[src/rtl/iob_cache_repl_sequencer.sv]
// Replacement-policy access sequencer: hit/miss lookups, victim hold, policy commit, flush sweep.
// Optional hit/miss statistics counters are built when IOB_CACHE_REPL_STATS_EN is defined.
module iob_cache_repl_sequencer #(
  parameter int N_WAYS   = 8,
  parameter int NLINES_W = 7,
  parameter int NWAYS_W  = $clog2(N_WAYS),
  parameter int CNT_W    = 32
) (
  input  logic                clk_i,
  input  logic                cke_i,
  input  logic                arst_i,
  input  logic                req_valid_i,
  output logic                req_ready_o,
  input  logic [NLINES_W-1:0] req_line_i,
  input  logic [N_WAYS-1:0]   req_way_hit_i,
  input  logic                fill_done_i,
  input  logic                flush_i,
  output logic                flush_busy_o,
  output logic                victim_valid_o,
  output logic [NWAYS_W-1:0]  victim_way_o,
  output logic                pol_we_o,
  output logic                pol_flush_o,
  output logic [NLINES_W-1:0] pol_line_o,
  output logic [N_WAYS-1:0]   pol_way_hit_o,
  input  logic [NWAYS_W-1:0]  pol_way_select_bin_i
`ifdef IOB_CACHE_REPL_STATS_EN
  ,
  input  logic                stats_clr_i,
  output logic [CNT_W-1:0]    hit_cnt_o,
  output logic [CNT_W-1:0]    miss_cnt_o
`endif
);

  if (N_WAYS < 2 || (1 << NWAYS_W) != N_WAYS || CNT_W < 1) begin : g_param_check
    $error("iob_cache_repl_sequencer: illegal N_WAYS/NWAYS_W/CNT_W");
  end

  typedef enum logic [2:0] {IDLE, LOOKUP, MISS_WAIT, UPDATE, FLUSH} state_t;

  localparam logic [NLINES_W-1:0] LINE_ONE = 1;
  localparam logic [N_WAYS-1:0]   WAY_ONE  = 1;

  state_t              state, state_nxt;
  logic [NLINES_W-1:0] line_q;
  logic [NLINES_W-1:0] flush_cnt;
  logic [N_WAYS-1:0]   hit_q;
  logic                ready_q;
  logic                flush_pend, pend_nxt;
  logic                accept;
  logic                req_hit;

  assign req_ready_o = ready_q & cke_i & ~flush_i;
  assign accept      = req_valid_i & req_ready_o;
  assign req_hit     = |req_way_hit_i;

  always_comb begin
    state_nxt     = state;
    pend_nxt      = flush_pend;
    flush_busy_o  = 1'b0;
    pol_we_o      = 1'b0;
    pol_flush_o   = 1'b0;
    pol_line_o    = '0;
    pol_way_hit_o = '0;
    case (state)
      IDLE: begin
        if (flush_i || flush_pend) begin
          state_nxt = FLUSH;
          pend_nxt  = 1'b0;
        end else if (accept) begin
          state_nxt = req_hit ? UPDATE : LOOKUP;
        end
      end
      LOOKUP: begin
        pol_line_o = line_q;
        state_nxt  = MISS_WAIT;
        if (flush_i) pend_nxt = 1'b1;
      end
      MISS_WAIT: begin
        if (fill_done_i) state_nxt = UPDATE;
        if (flush_i) pend_nxt = 1'b1;
      end
      UPDATE: begin
        pol_we_o      = 1'b1;
        pol_line_o    = line_q;
        pol_way_hit_o = hit_q;
        state_nxt     = IDLE;
        if (flush_i) pend_nxt = 1'b1;
      end
      FLUSH: begin
        flush_busy_o = 1'b1;
        pol_we_o     = 1'b1;
        pol_flush_o  = 1'b1;
        pol_line_o   = flush_cnt;
        if (flush_cnt == '1) state_nxt = IDLE;
      end
      default: state_nxt = IDLE;
    endcase
  end

  // Control state; ready re-arms one cycle after an update has committed.
  always_ff @(posedge clk_i or posedge arst_i) begin
    if (arst_i) begin
      state          <= IDLE;
      flush_pend     <= 1'b0;
      flush_cnt      <= '0;
      ready_q        <= 1'b0;
      victim_valid_o <= 1'b0;
      victim_way_o   <= '0;
    end else if (cke_i) begin
      state      <= state_nxt;
      flush_pend <= pend_nxt;
      flush_cnt  <= (state == FLUSH) ? flush_cnt + LINE_ONE : '0;
      ready_q    <= (state_nxt == IDLE) && !pend_nxt && (state != UPDATE);
      if (state == LOOKUP) begin
        victim_valid_o <= 1'b1;
        victim_way_o   <= pol_way_select_bin_i;
      end else if (state == UPDATE) begin
        victim_valid_o <= 1'b0;
      end
    end
  end

  // Request data; only consumed in states that first load it.
  always_ff @(posedge clk_i) begin
    if (cke_i) begin
      if (state == IDLE && accept) begin
        line_q <= req_line_i;
        hit_q  <= req_way_hit_i;
      end else if (state == MISS_WAIT && fill_done_i) begin
        hit_q <= WAY_ONE << victim_way_o;
      end
    end
  end

`ifdef IOB_CACHE_REPL_STATS_EN
  function automatic logic [CNT_W-1:0] sat_inc(input logic [CNT_W-1:0] v);
    return (&v) ? v : v + CNT_W'(1);
  endfunction

  always_ff @(posedge clk_i or posedge arst_i) begin
    if (arst_i) begin
      hit_cnt_o  <= '0;
      miss_cnt_o <= '0;
    end else if (cke_i) begin
      if (stats_clr_i) begin
        hit_cnt_o  <= '0;
        miss_cnt_o <= '0;
      end else if (accept) begin
        if (req_hit) hit_cnt_o  <= sat_inc(hit_cnt_o);
        else         miss_cnt_o <= sat_inc(miss_cnt_o);
      end
    end
  end
`endif

endmodule
[config.mk]
export PLATFORM = sky130hd
export DESIGN_NAME = iob_cache_repl_sequencer
export DESIGN_NICKNAME = d
export VERILOG_FILES = /design/src/rtl/iob_cache_repl_sequencer.sv
export SDC_FILE = /design/constraint.sdc
export NUM_CORES = 1
export LEC_CHECK = 0
export CAP_MARGIN = 20
export CORE_MARGIN = 2
export CORE_UTILIZATION = 47
export DETAILED_ROUTE_END_ITERATION = 7
export PLACE_DENSITY = 0.9
export SYNTH_ARGS = -nofsm -noshare
export SYNTH_HDL_FRONTEND = slang
export SYNTH_SLANG_ARGS = --single-unit
[constraint.sdc]
create_clock -name clk_i -period 2.2 [get_ports clk_i]
set_input_delay 0.22 -clock clk_i [delete_from_list [all_inputs] [get_ports clk_i]]
set_output_delay 0.22 -clock clk_i [all_outputs]
set_load 0.01 [all_outputs]
==> reports/qor.yml <==
areaGrowthSynthToFinish_pct: 39.7
synthCells: 160
ys_ff_latch: 31
num_rows: 21
cts_root_buffer: "clkbuf_4"
ir_drop_mv: 0.560
endpoint_kind: "output pin"
cap_violations: 0
reg2reg_slack_ns: 0.55
placed_area_um2: 2180
r2r-start: "state[0]$_DFFE_PP0P_"
synth_cell_types: 43
leakagePower_nw: 0.953
die_area_um2: 4010
drt-wirelength-per-cell_um: 14.7
cts-buffers-inserted: 5
first_pass_iters: 5
ios: 47
crit_path_max_fanout: 5
slew_headroom_pct: 57.6
die_y_um: 63.3
start_util_pct: 49.1
ys_seq_area_share_pct: 51.5
drc: 0
crit_start: "state[2]$_DFFE_PP0P_"
routed_wl_mm: 3.86
crit_type: "reg -> out"
ant_nets: 0
cts_buffer_depth: 2
coreArea_um2: 3360
clkLatencyLatePin_ns: 0.34
setup_viol: 0
syn_area_per_cell_um2: 10.3
grt_pass1_vias: 1364
worstPathArrival_ns: 1.93
io_buffers: 46
antennaDiodeCount: 0
period_needed_ns: 2.15
setup_tns_ns: 0
timing.hold.ws_ns: 0.257
period_share_pct: 97.7
routabilityCongestion: 0.827
fin_ws_ns: 0.0513
syn_nets: 185
hold_buffers: 0
cts_tree: "built"
overflow: 0
clk_pin_slew_ns: 0.10
cts_htree_levels: 2
tightest_slew_ns: 0.635
hold_viol: 0
skew_ns: 0.00614
post-place-ws_ns: 0.164
antenna_found_initial: 0
final_cell_area_um2: 2310
timing.critical_path.required_ns: 1.98
clkSinkCount: 31
fp.dieW_um: 63.3
critPathLaunchType: "flip-flop"
grt_pass1_wl_mm: 6.37
gr-usage-all-layers_pct: 20.5
hp-class: "in -> async"
max_freq_mhz: 465
status: "complete, no violations"
drtIter0Drc: 99
rsz0062_at_grt: "true"
dp_hpwl_mm: 2.73
syn_area_um2: 1650
ys_warn_count: 0
finalNetCount: 241
powerDensity_nw_per_um2: 704
num_vias: 1470
viasPerCell: 5.59
drv_slew: 0
layout-drive-gt1-share_pct: 17.5
grt_max_degree: 24
[registers in the layout, summed over array words and instances (netlist names)]
name / cells
hit_q: 8
victim_way_o: 3
state: 3
line_q: 7
victim_valid_o: 1
ready_q: 1
flush_pend: 1
flush_cnt: 7
[routing by layer]
| metal | routed length [um] | GRT usage (%) | vias up |
|---|---|---|---|
| met4 | 57 | 6.79 | 0 |
| met5 | 0 | 0 | - |
| met1 | 1780 | 28.2 | 725 |
| li1 | - | - | 698 |
| met2 | 1860 | 32.0 | 42 |
| met3 | 157 | 4.82 | 5 |
[timing repair]
action                                  CTS  global route
gates resized for setup                   5             9
setup buffers                             3             3
endpoints found under the setup margin   16             8
[cell type report]
type	count	area [um2]
fillers	271	1050
inverters	5	18.8
multi-input cells	111	729
repair buffers	62	594
clock buffers	5	37.5
flip-flops and latches	31	852
clock inverters	3	20.0
well taps	46	57.6
[cell usage in the layout (no fill, tap or decap), types with 4 or more instances in the layout]
cell             count
a21oi_1              6
a22o_1               4
and3_1               9
buf_4               15
clkbuf_4             5
clkdlybuf4s50_1     36
dfrtp_1             15
dlygate4sd2_1        4
dlymetal6s2s_1       6
edfxtp_1            15
inv_1                4
mux2_2               6
nand2_1             26
nor2_1               8
o21ai_0              8
o31ai_1              4
[report_power, final]
group	internal [mW]	switching [mW]	total (mW)
sequential	0.698	0.134	0.832
combinational	0.272	0.193	0.466
clock	0.122	0.206	0.328
total	1.09	0.533	1.63
[metrics by stage]
stage	instances	utilization [%]	total power [mW]
2_1_floorplan	160	-	1.07
3_3_place_gp	249	65.0	1.32
3_5_place_dp	249	65.0	1.33
4_1_cts	260	67.2	1.64
5_1_grt	263	68.7	1.73
6_report	263	68.7	1.63
[worst max-delay path, stage by stage (launching register included)]
cell and delay, ns:
dfrtp_1 0.44, or3b_1 0.40, inv_2 0.10, buf_4 0.11, clkdlybuf4s50_1 0.53
[synthesized netlist by cell type]
master	instances	area (um2)
a211o_1	1	8.76
o211a_1	1	10.0
ha_1	1	12.5
o21ai_0	8	40.0
edfxtp_1	15	450
or4_1	1	7.51
a211oi_2	1	12.5
nor2b_2	1	8.76
buf_2	4	20.0
mux2_1	1	11.3
nor2_1	8	30.0
o31ai_1	4	30.0
mux2_2	6	67.6
nand4_1	2	12.5
nor4_4	1	21.3
nand4b_4	1	23.8
dfrtp_1	16	400
clkbuf_1	7	26.3
or3b_1	1	8.76
nor3_1	3	15.0
inv_2	1	3.75
and3_1	9	56.3
nand3b_1	2	15.0
xor2_1	1	8.76
nor2b_1	1	6.26
a22o_1	4	35.0
nand3_1	3	15.0
o41ai_1	2	17.5
buf_4	2	15.0
a31oi_1	2	12.5
o32ai_1	1	8.76
xnor2_1	2	17.5
o21ai_1	1	5.00
a21oi_1	6	30.0
o22a_1	1	8.76
nand2_1	26	97.6
o22ai_1	1	6.26
o21ba_2	1	10.0
nor4_1	2	12.5
inv_1	4	15.0
o2bb2ai_1	2	17.5
or3_1	1	6.26
a21o_1	2	15.0
[kinds of logic after synthesis]
logic type               synth area share [%]
AND/OR/NAND/NOR                          20.4
AO/OA/AOI/OAI                            16.2
flip-flops                               51.5
buffers and inverters                    4.84
multiplexers                             4.77
XOR/XNOR                                 1.59
adder cells (fa/ha/maj)                 0.757
[final timing paths]
kind                                          endpoint  cells past startpoint
min in group clk_i                 line_q[5]$_DFFE_PP_                      1
hold / removal             victim_way_o[0]$_DFFE_PP0P_                      2
hold reg to reg             victim_valid_o$_DFFE_PP0P_                      1
max in group asynchronous         state[0]$_DFFE_PP0P_                      2
setup / recovery                          flush_busy_o                      4
setup reg to reg           victim_way_o[1]$_DFFE_PP0P_                      6
Power figures use the tool's default switching activity.
